### src/rtl/riscv_privileged_pkg.sv
// Shared types for the Zicsr access path between execute and exception_handler.
// Holds the CSR bus command encoding, the decoded operation and the access sequencer states.
package riscv_privileged_pkg;

  typedef enum logic [1:0] {
    NO_COMMAND = 2'b00,
    READ_ONLY  = 2'b01,
    WRITE_ONLY = 2'b10,
    READ_WRITE = 2'b11
  } csr_command_t;

  typedef enum logic [1:0] {
    CSR_RW      = 2'b00,
    CSR_RS      = 2'b01,
    CSR_RC      = 2'b10,
    CSR_ILLEGAL = 2'b11
  } csr_op_t;

  typedef enum logic [1:0] {
    IDLE  = 2'b00,
    READ  = 2'b01,
    WRITE = 2'b10,
    RESP  = 2'b11
  } csr_access_state_t;

  // funct3 bit 2 selects the zero-extended immediate (zimm) form
  localparam logic [2:0] F3_CSRRW  = 3'b001;
  localparam logic [2:0] F3_CSRRS  = 3'b010;
  localparam logic [2:0] F3_CSRRC  = 3'b011;
  localparam logic [2:0] F3_CSRRWI = 3'b101;
  localparam logic [2:0] F3_CSRRSI = 3'b110;
  localparam logic [2:0] F3_CSRRCI = 3'b111;

endpackage

### src/rtl/csr_access_unit_alu.sv
// Combinational Zicsr decode: operation, source operand, new CSR value and
// whether the instruction reads and/or writes the CSR.
module csr_alu
  import riscv_privileged_pkg::*;
#(
  parameter int unsigned MXLEN = 64
) (
  input  logic [2:0]       funct3_i,
  input  logic [4:0]       rd_i,
  input  logic [4:0]       rs1_idx_i,
  input  logic [MXLEN-1:0] rs1_data_i,
  input  logic [MXLEN-1:0] old_i,
  output csr_op_t          op_o,
  output logic [MXLEN-1:0] new_value_o,
  output logic             do_read_o,
  output logic             do_write_o
);

  logic [MXLEN-1:0] src;

  assign src = funct3_i[2] ? {{(MXLEN-5){1'b0}}, rs1_idx_i} : rs1_data_i;

  always_comb begin
    op_o = CSR_ILLEGAL;
    case (funct3_i)
      F3_CSRRW, F3_CSRRWI: op_o = CSR_RW;
      F3_CSRRS, F3_CSRRSI: op_o = CSR_RS;
      F3_CSRRC, F3_CSRRCI: op_o = CSR_RC;
      default:             op_o = CSR_ILLEGAL;
    endcase
  end

  always_comb begin
    new_value_o = src;
    case (op_o)
      CSR_RS:  new_value_o = old_i | src;
      CSR_RC:  new_value_o = old_i & ~src;
      default: new_value_o = src;
    endcase
  end

  // CSRRW to x0 must not read (no read side effects); set/clear with rs1/zimm of 0 must not write
  assign do_read_o  = !((op_o == CSR_RW) && (rd_i == 5'd0));
  assign do_write_o = (op_o == CSR_RW) || (rs1_idx_i != 5'd0);

endmodule

### src/rtl/csr_access_unit.sv
// Sequences one Zicsr instruction as a read phase then an optional write phase on the
// CSR command bus, and returns the old value plus an illegal flag to writeback.
module csr_access_unit
  import riscv_privileged_pkg::*;
#(
  parameter int unsigned MXLEN          = 64,
  parameter int unsigned CSR_ADDR_WIDTH = 12
) (
  input  logic                      clock_i,
  input  logic                      reset_ni,
  input  logic                      flush_i,
  input  logic                      req_valid_i,
  output logic                      req_ready_o,
  input  logic [2:0]                req_funct3_i,
  input  logic [4:0]                req_rd_i,
  input  logic [4:0]                req_rs1_idx_i,
  input  logic [MXLEN-1:0]          req_rs1_data_i,
  input  logic [CSR_ADDR_WIDTH-1:0] req_csr_address_i,
  output logic [CSR_ADDR_WIDTH-1:0] csr_address_o,
  output csr_command_t              csr_command_o,
  output logic [MXLEN-1:0]          csr_write_data_o,
  input  logic [MXLEN-1:0]          csr_read_data_i,
  input  logic                      csr_read_data_valid_i,
  output logic                      resp_valid_o,
  input  logic                      resp_ready_i,
  output logic [4:0]                resp_rd_o,
  output logic [MXLEN-1:0]          resp_data_o,
  output logic                      resp_rd_we_o,
  output logic                      resp_illegal_o
);

  csr_access_state_t         state_q, state_d;
  logic [2:0]                funct3_q, funct3_d;
  logic [4:0]                rd_q, rd_d;
  logic [4:0]                rs1_idx_q, rs1_idx_d;
  logic [MXLEN-1:0]          rs1_data_q, rs1_data_d;
  logic [CSR_ADDR_WIDTH-1:0] addr_q, addr_d;
  logic [MXLEN-1:0]          old_q, old_d;
  logic                      illegal_q, illegal_d;

  csr_op_t          op;
  logic [MXLEN-1:0] new_value;
  logic             do_read;
  logic             do_write;
  logic             read_only_csr;
  logic             illegal_now;

  csr_alu #(
    .MXLEN(MXLEN)
  ) u_alu (
    .funct3_i    (funct3_q),
    .rd_i        (rd_q),
    .rs1_idx_i   (rs1_idx_q),
    .rs1_data_i  (rs1_data_q),
    .old_i       (old_q),
    .op_o        (op),
    .new_value_o (new_value),
    .do_read_o   (do_read),
    .do_write_o  (do_write)
  );

  // Address bits [11:10] == 2'b11 mark the read-only CSR space
  assign read_only_csr = (addr_q[CSR_ADDR_WIDTH-1 -: 2] == 2'b11);
  assign illegal_now   = (op == CSR_ILLEGAL) || !csr_read_data_valid_i ||
                         (do_write && read_only_csr);

  always_ff @(posedge clock_i) begin
    if (!reset_ni) begin
      state_q    <= IDLE;
      funct3_q   <= 3'd0;
      rd_q       <= 5'd0;
      rs1_idx_q  <= 5'd0;
      rs1_data_q <= '0;
      addr_q     <= '0;
      old_q      <= '0;
      illegal_q  <= 1'b0;
    end else begin
      state_q    <= state_d;
      funct3_q   <= funct3_d;
      rd_q       <= rd_d;
      rs1_idx_q  <= rs1_idx_d;
      rs1_data_q <= rs1_data_d;
      addr_q     <= addr_d;
      old_q      <= old_d;
      illegal_q  <= illegal_d;
    end
  end

  always_comb begin
    state_d          = state_q;
    funct3_d         = funct3_q;
    rd_d             = rd_q;
    rs1_idx_d        = rs1_idx_q;
    rs1_data_d       = rs1_data_q;
    addr_d           = addr_q;
    old_d            = old_q;
    illegal_d        = illegal_q;
    req_ready_o      = 1'b0;
    csr_address_o    = '0;
    csr_command_o    = NO_COMMAND;
    csr_write_data_o = '0;
    resp_valid_o     = 1'b0;
    resp_rd_o        = 5'd0;
    resp_data_o      = '0;
    resp_rd_we_o     = 1'b0;
    resp_illegal_o   = 1'b0;

    case (state_q)
      IDLE: begin
        req_ready_o = 1'b1;
        if (req_valid_i && !flush_i) begin
          funct3_d   = req_funct3_i;
          rd_d       = req_rd_i;
          rs1_idx_d  = req_rs1_idx_i;
          rs1_data_d = req_rs1_data_i;
          addr_d     = req_csr_address_i;
          state_d    = READ;
        end
      end

      READ: begin
        csr_address_o = addr_q;
        csr_command_o = do_read ? READ_ONLY : NO_COMMAND;
        old_d         = csr_read_data_i;
        illegal_d     = illegal_now;
        if (flush_i) begin
          state_d = IDLE;
        end else if (do_write && !illegal_now) begin
          state_d = WRITE;
        end else begin
          state_d = RESP;
        end
      end

      WRITE: begin
        // The write commits this cycle even under flush; only the response is dropped
        csr_address_o    = addr_q;
        csr_command_o    = WRITE_ONLY;
        csr_write_data_o = new_value;
        state_d          = flush_i ? IDLE : RESP;
      end

      RESP: begin
        resp_valid_o   = !flush_i;
        resp_rd_o      = rd_q;
        resp_illegal_o = illegal_q;
        resp_data_o    = (do_read && !illegal_q) ? old_q : '0;
        resp_rd_we_o   = !illegal_q && (rd_q != 5'd0);
        if (flush_i || resp_ready_i) begin
          state_d = IDLE;
        end
      end

      default: state_d = IDLE;
    endcase
  end

endmodule

### config.mk
export PLATFORM = sky130hd
export DESIGN_NAME = csr_access_unit
export DESIGN_NICKNAME = d
export VERILOG_FILES = /design/src/rtl/riscv_privileged_pkg.sv /design/src/rtl/csr_access_unit_alu.sv /design/src/rtl/csr_access_unit.sv
export SDC_FILE = /design/constraint.sdc
export NUM_CORES = 1
export LEC_CHECK = 0
export CORE_MARGIN = 2
export CORE_UTILIZATION = 45
export CTS_BUF_LIST = sky130_fd_sc_hd__clkbuf_4 sky130_fd_sc_hd__clkbuf_8
export CTS_CLUSTER_DIAMETER = 40
export DETAILED_ROUTE_END_ITERATION = 8
export GPL_ROUTABILITY_DRIVEN = 0
export GPL_TIMING_DRIVEN = 0
export PLACE_DENSITY = 0.8
export SLEW_MARGIN = 20
export SYNTH_ARGS = -nofsm -noshare
export SYNTH_HDL_FRONTEND = slang
export SYNTH_SLANG_ARGS = --single-unit
export TNS_END_PERCENT = 5
### constraint.sdc
create_clock -name clock_i -period 2.9 [get_ports clock_i]
set_clock_uncertainty 0.2 [all_clocks]
set_input_delay 0.58 -clock clock_i [delete_from_list [all_inputs] [get_ports clock_i]]
set_output_delay 0.58 -clock clock_i [all_outputs]
set_load 0.01 [all_outputs]
After elaboration in Yosys (flattened, before gate mapping)

Index checks and enable logic that the tools add are counted.

Bits in registers: 156
Input port bits: 159
Output and inout bits: 151
Logic and storage cells: 72

Equal/unequal tests: 15
Multiplexer cells: 20
Bitwise operators: 3
Reduce and logical (&&, ||, !) cells: 26

Operator list:

| kind                                           | count |
|---|---|
| 2-to-1 mux 64 bit                              | 4 |
| case mux 64 bit (2 select lines)               | 1 |
| bitwise AND 64 bit                             | 1 |
| inverter 64 bit                                | 1 |
| OR 64 bit                                      | 1 |
| 2-to-1 mux 12 bit                              | 1 |
| == test 2 bit (second input constant)          | 5 |
| nonzero test 5 bit                             | 2 |
| == test 3 bit (second input constant)          | 3 |
| 2-to-1 mux 2 bit                               | 4 |
| case mux 2 bit (4 select lines)                | 1 |
| OR reduction 2 bit                             | 4 |
| == test 3 x 2 -> 1 bit (second input constant) | 2 |
| logical AND 1 bit                              | 6 |
| 2-to-1 mux 1 bit                               | 6 |
| case mux 2 bit (3 select lines)                | 1 |
| logical NOT 1 bit                              | 5 |
| logical NOT 5 bit                              | 1 |
| 2-to-1 mux 5 bit                               | 1 |
| == test 2 x 1 -> 1 bit (second input constant) | 2 |
| logical NOT 2 bit                              | 2 |
| logical OR 1 bit                               | 4 |
| != test 2 bit (second input constant)          | 2 |
| case mux 2 bit (2 select lines)                | 1 |
| 2 further kinds                                | 3 |

Longest topological paths before layout

Gate-level depths: netlist of run 1.

Depth in word-level cells: 12
Mapped depth: 9
Depth with buffers taken out: 7

Modules after synthesis

From an unflattened synthesis of run 1, not the netlist that was laid out.

Cell total of the unflattened synthesis: 1021
Area total of the unflattened synthesis: 8700.8 um^2

By module, submodules not included:

| module          | instances | cells each | area each (um^2) | seq. area each (um^2) |
|---|---|---|---|---|
| csr_access_unit | 1         | 790        | 6914.1           | 3123.0 |
| csr_alu         | 1         | 231        | 1786.7           | 0.0 |

Worst setup path before layout of run 1

OpenSTA, ideal clock, no wires.

Kind: flip-flop to output port
Start point: register funct3_q[0]
End point: output csr_write_data_o[53]
Arrival: 1786 ps
Required time: 2120 ps
Slack: 334 ps
Stages on the path, launching flop included: 7
Buffers on the path: 2
Cells stage by stage: dfxtp_1 -> nand2b_1 -> ha_1 -> clkbuf_1 -> buf_1 -> nand2_1 -> a211oi_1

Word-level cells in the longest chain between the ends: 6
Elaborated cells between the ends (all ways): 14
Those cells by class: eq/ne (8); mux (3); reduce/logical (3)

RTL lines:

| element                                                 | line                      | text |
|---|---|---|
| from (decl)                                             | csr_access_unit.sv:33     | `logic [2:0] funct3_q, funct3_d;` |
| from (signal assigned)                                  | csr_access_unit.sv:79     | `funct3_q <= funct3_d;` |
| == test 3 x 2 -> 1 bit, or another cell as far along    | csr_access_unit_alu.sv:25 | `case (funct3_i)` |
| OR reduction 2 bit                                      | csr_access_unit_alu.sv:25 |  |
| case mux 2 bit (3 select lines) (*)                     | csr_access_unit_alu.sv:25 |  |
| == test 2 bit or == test 2 x 1 -> 1 bit (tied branches) | csr_access_unit_alu.sv:35 | `case (op_o)` |
| case mux 64 bit (2 select lines) (*)                    | csr_access_unit_alu.sv:35 |  |
| 2-to-1 mux 64 bit (*)                                   | csr_access_unit.sv:108    | `case (state_q)` |
| to (decl)                                               | csr_access_unit.sv:21     | `output logic [MXLEN-1:0] csr_write_data_o,` |

Mark *: on every way between the ends. The rest lies on a longest branch, timed or not.

Worst setup path in the final report of run 1

Start point: register funct3_q[0]
End point: output csr_write_data_o[39]

Same word-level chain as after synthesis.

==> summary.md, run 1 <==
| Metric | Value |
|---|---|
| Outcome | `finished, violations left` |
| Failing checks | `setup timing` |
| Relative slew slack | `47.8%` |
| # fillers | `1666` |
| Top cells by count, synth | `nand2_1, dfxtp_1, a211oi_1, a21boi_1, mux2i_1` |
| Synth Register Bits | `156` |
| Routed WL per cell | `16.9 um` |
| Crit-path most repeated cell | `a211oi_2` |
| CP arrival | `2.23 ns` |
| Layout Cells excl Fill | `1710` |
| Fraction of registers with async set/reset | `0%` |
| Max stage delay cell, worst path | `dfxtp_4` |
| Leading register cell type out of synthesis | `dfxtp_1` |
| Min cycle time layout | `3.01 ns` |
| Antenna cells | `0` |
| Flop pwr share | `44.7%` |
| Finished Cell Area | `13000 um2` |
| Vias | `8754` |
| Core Region | `19300 um2` |
| Final setup fails | `88` |
| Hold Slack | `0.252 ns` |
| RSZ-0062 raised after global routing | `yes` |
| Slew at the pin closest to its max-slew limit | `0.783 ns` |
| Num ports | `310` |
| Fmax | `333 MHz` |
| DP Area | `12200 um2` |
| Cell taking the most area after synthesis | `dfxtp_1` |
| Max-cap violation count | `0` |
| Switching Share | `29.7%` |
| FF+latch area | `3130 um2` |
| Pin count of the biggest net entering global routing | `17` |
| Area of the multi-input gates | `5570 um2` |
| Syn avg cell area | `8.02 um2` |
| Die Height | `144 um` |
| Final WS setup | `-0.107 ns` |
| Number of synthesized flops with an enable pin | `0` |
| CTS Root Cell | `clkbuf_8` |
| Initial antenna violation count | `0` |
| Worst endpoint required time | `2.12 ns` |
| Max Buffers Root-to-Sink | `2` |
| Total Wirelength | `29000 um` |
| Leakage | `5.04 nW` |
| Switching power | `1.63 mW` |
| Chip width | `144 um` |
| Pwr dens | `423 nW/um2` |
| Worst-path cell chain | `nand2b_4 -> ha_4 -> clkbuf_16 -> clkbuf_8 -> nor2_2 -> a211oi_2 -> a211oi_2 -> buf_2` |
| Initial Util | `45.4%` |
| Core Rows | `51` |
| Internal | `3.86 mW` |
| Delay of the slowest critical-path stage | `0.37 ns` |
| Antenna-violating nets left | `0` |
| Comb pwr share | `23.7%` |
| Netlist cell types | `33` |
| Final HPWL DP | `21200 um` |
| H-Tree Depth | `4` |
| Share of cells above drive strength 1 | `25.7%` |
| Sequential cell area fraction in the yosys report | `35.5%` |
| Placed insts | `1668` |
| TritonCTS clock tree | `yes` |
| Place WS | `-0.809 ns` |
| CTS Sinks | `156` |
| Final nets | `1598` |
| Global-route wire length before repair | `43700 um` |
| CP Launch Type | `register` |
| Max Slew Vio Count | `0` |
| Syn_nets | `1261` |
| Final Hold Fails | `0` |
| GRT overflow | `0` |
| Syn Inst Count | `1095` |
| Synth-to-layout area growth | `47.7%` |
| Kind of critical path | `reg2out` |
| Clk pwr share | `31.6%` |
| Tcrit/Tclk final | `104%` |
| Drt drc | `0` |
| Die Area | `20700 um2` |
| Mapped cell area | `8790 um2` |
| Warning count from the yosys run | `0` |
| Num CTS Buffers | `17` |
| Min-Delay Path Class | `reg2reg` |
| Max Fanout on Critical Path | `10` |
| Vias in the first global route | `8316` |
| DR pass1 iterations | `5` |
| Share of the synthesized area in the top cell type | `35.5%` |
| Count leader, synth | `nand2_1` |
| Number of port buffers | `308` |
| Clk Latency, worst-skew pair | `0.46 ns` |
| VDD IR max | `0.261 mV` |
| DR vias/cell | `5.12` |
| Crit. End Element | `primary output` |
| First DRT Iteration DRCs | `435` |
| Largest cells by area after synthesis | `dfxtp_1, a211oi_1, nand2_1` |
| GRT Util Overall | `27.1%` |
| Worst-path clk slew | `0.09 ns` |
registers in the layout (all words and copies together) (netlist names):
| register | cells |
|---|---|
| addr_q | 12 |
| funct3_q | 3 |
| illegal_q | 1 |
| old_q | 64 |
| rd_q | 5 |
| rs1_data_q | 64 |
| rs1_idx_q | 5 |
| state_q | 2 |
layout make-up:
cell class                 instances  area share (%)
multi-input combinational        838            42.9
buffer                            91            5.34
clock inverter                    14            1.30
sequential                       156            24.2
tap                              265            2.56
inverter                           8           0.260
timing repair buffer             320            21.6
clock buffer                      18            1.91
cells in the final DEF (no fill, tap or decap), types with 3 or more instances in the layout:
| cell type | synthesis | routed |
|---|---|---|
| nand2_1 | 244 | 243 |
| clkdlybuf4s50_1 | 0 | 176 |
| dfxtp_1 | 156 | 151 |
| buf_2 | 17 | 112 |
| a21boi_1 | 90 | 90 |
| a211oi_1 | 123 | 80 |
| mux2i_1 | 74 | 68 |
| nor2b_1 | 66 | 65 |
| nand2b_1 | 64 | 63 |
| nor2_1 | 68 | 61 |
| and2_4 | 52 | 54 |
| buf_6 | 6 | 47 |
| a211oi_2 | 0 | 43 |
| and2_1 | 30 | 28 |
| clkbuf_1 | 60 | 28 |
| clkbuf_8 | 0 | 25 |
| buf_4 | 5 | 12 |
| nor2_2 | 2 | 9 |
| clkbuf_2 | 0 | 8 |
| clkbuf_4 | 0 | 6 |
| inv_2 | 3 | 5 |
| buf_8 | 0 | 5 |
| clkbuf_16 | 0 | 5 |
| ha_4 | 0 | 5 |
| mux2i_2 | 0 | 4 |
| clkinv_4 | 0 | 4 |
| clkinv_2 | 0 | 4 |
| a21oi_1 | 3 | 3 |
| clkinvlp_4 | 0 | 3 |
| bufinv_16 | 0 | 3 |
| dfxtp_2 | 0 | 3 |
power by group through the flow:
stage	combinational, mW	clock [mW]	sequential [mW]
global placement	1.15	0	2.49
CTS	1.26	1.76	2.45
floorplan	0.742	0	2.45
detailed placement	1.17	0	2.49
finish	1.30	1.73	2.45
global route	1.42	1.86	2.47
per-layer routing:
metal	up-vias	GRT usage (%)	share of wire, %
met5	-	0	0
met4	0	7.79	1.9
met3	35	5.83	5.8
met2	265	48.1	50
met1	4111	32.9	43
li1	4343	-	-
cells by family after synthesis:
kind of cell	synth area share [%]
compound gates	19.2
fa+ha+maj	0.997
buf+inv	5.28
mux	8.43
simple gates	30.6
flops	35.5
per-stage QoR:
stage                     utilization, %  TNS, ns  power [mW]
final                               67.1    -2.39        5.49
after global placement              63.1   -56.70        3.63
after global routing                67.1   -12.28        5.75
after detailed placement            63.1   -63.06        3.66
after CTS                           66.0    -2.78        5.48
after floorplan                        -        0        3.19
worst max-delay path, delay by kind of cell, from the launching register on:
family          cells  cell delay (ns)
buf+inv             3             0.53
fa+ha+maj           1             0.26
simple gates        2             0.28
flops               1             0.37
compound gates      2             0.33
worst paths after layout:
kind / startpoint / to / slack [ns] / cells past startpoint
max: funct3_q[0] / csr_write_data_o[39] / -0.11 / 8
min: addr_q[7] / addr_q[7] / 0.25 / 2
max reg2reg: state_q[0] / addr_q[11] / 0.77 / 7
min reg2reg: addr_q[7] / addr_q[7] / 0.25 / 2
what timing repair did:
action                     4_1_cts  5_1_grt
setup endpoints to repair      139      135
hold buffers                     0        0
setup buffers                    6        4
pin swaps                       78       12
resized for setup              731       48
cloned                           1        1
No activity file was read; power rests on OpenSTA's default activity.
==> run 2: changes to the inputs <==
Settings changed: HOLD_SLACK_MARGIN set to 0.1.
==> results of run 2 <==
Same layout as run 1: the final DEF is identical, and so are final timing and power.
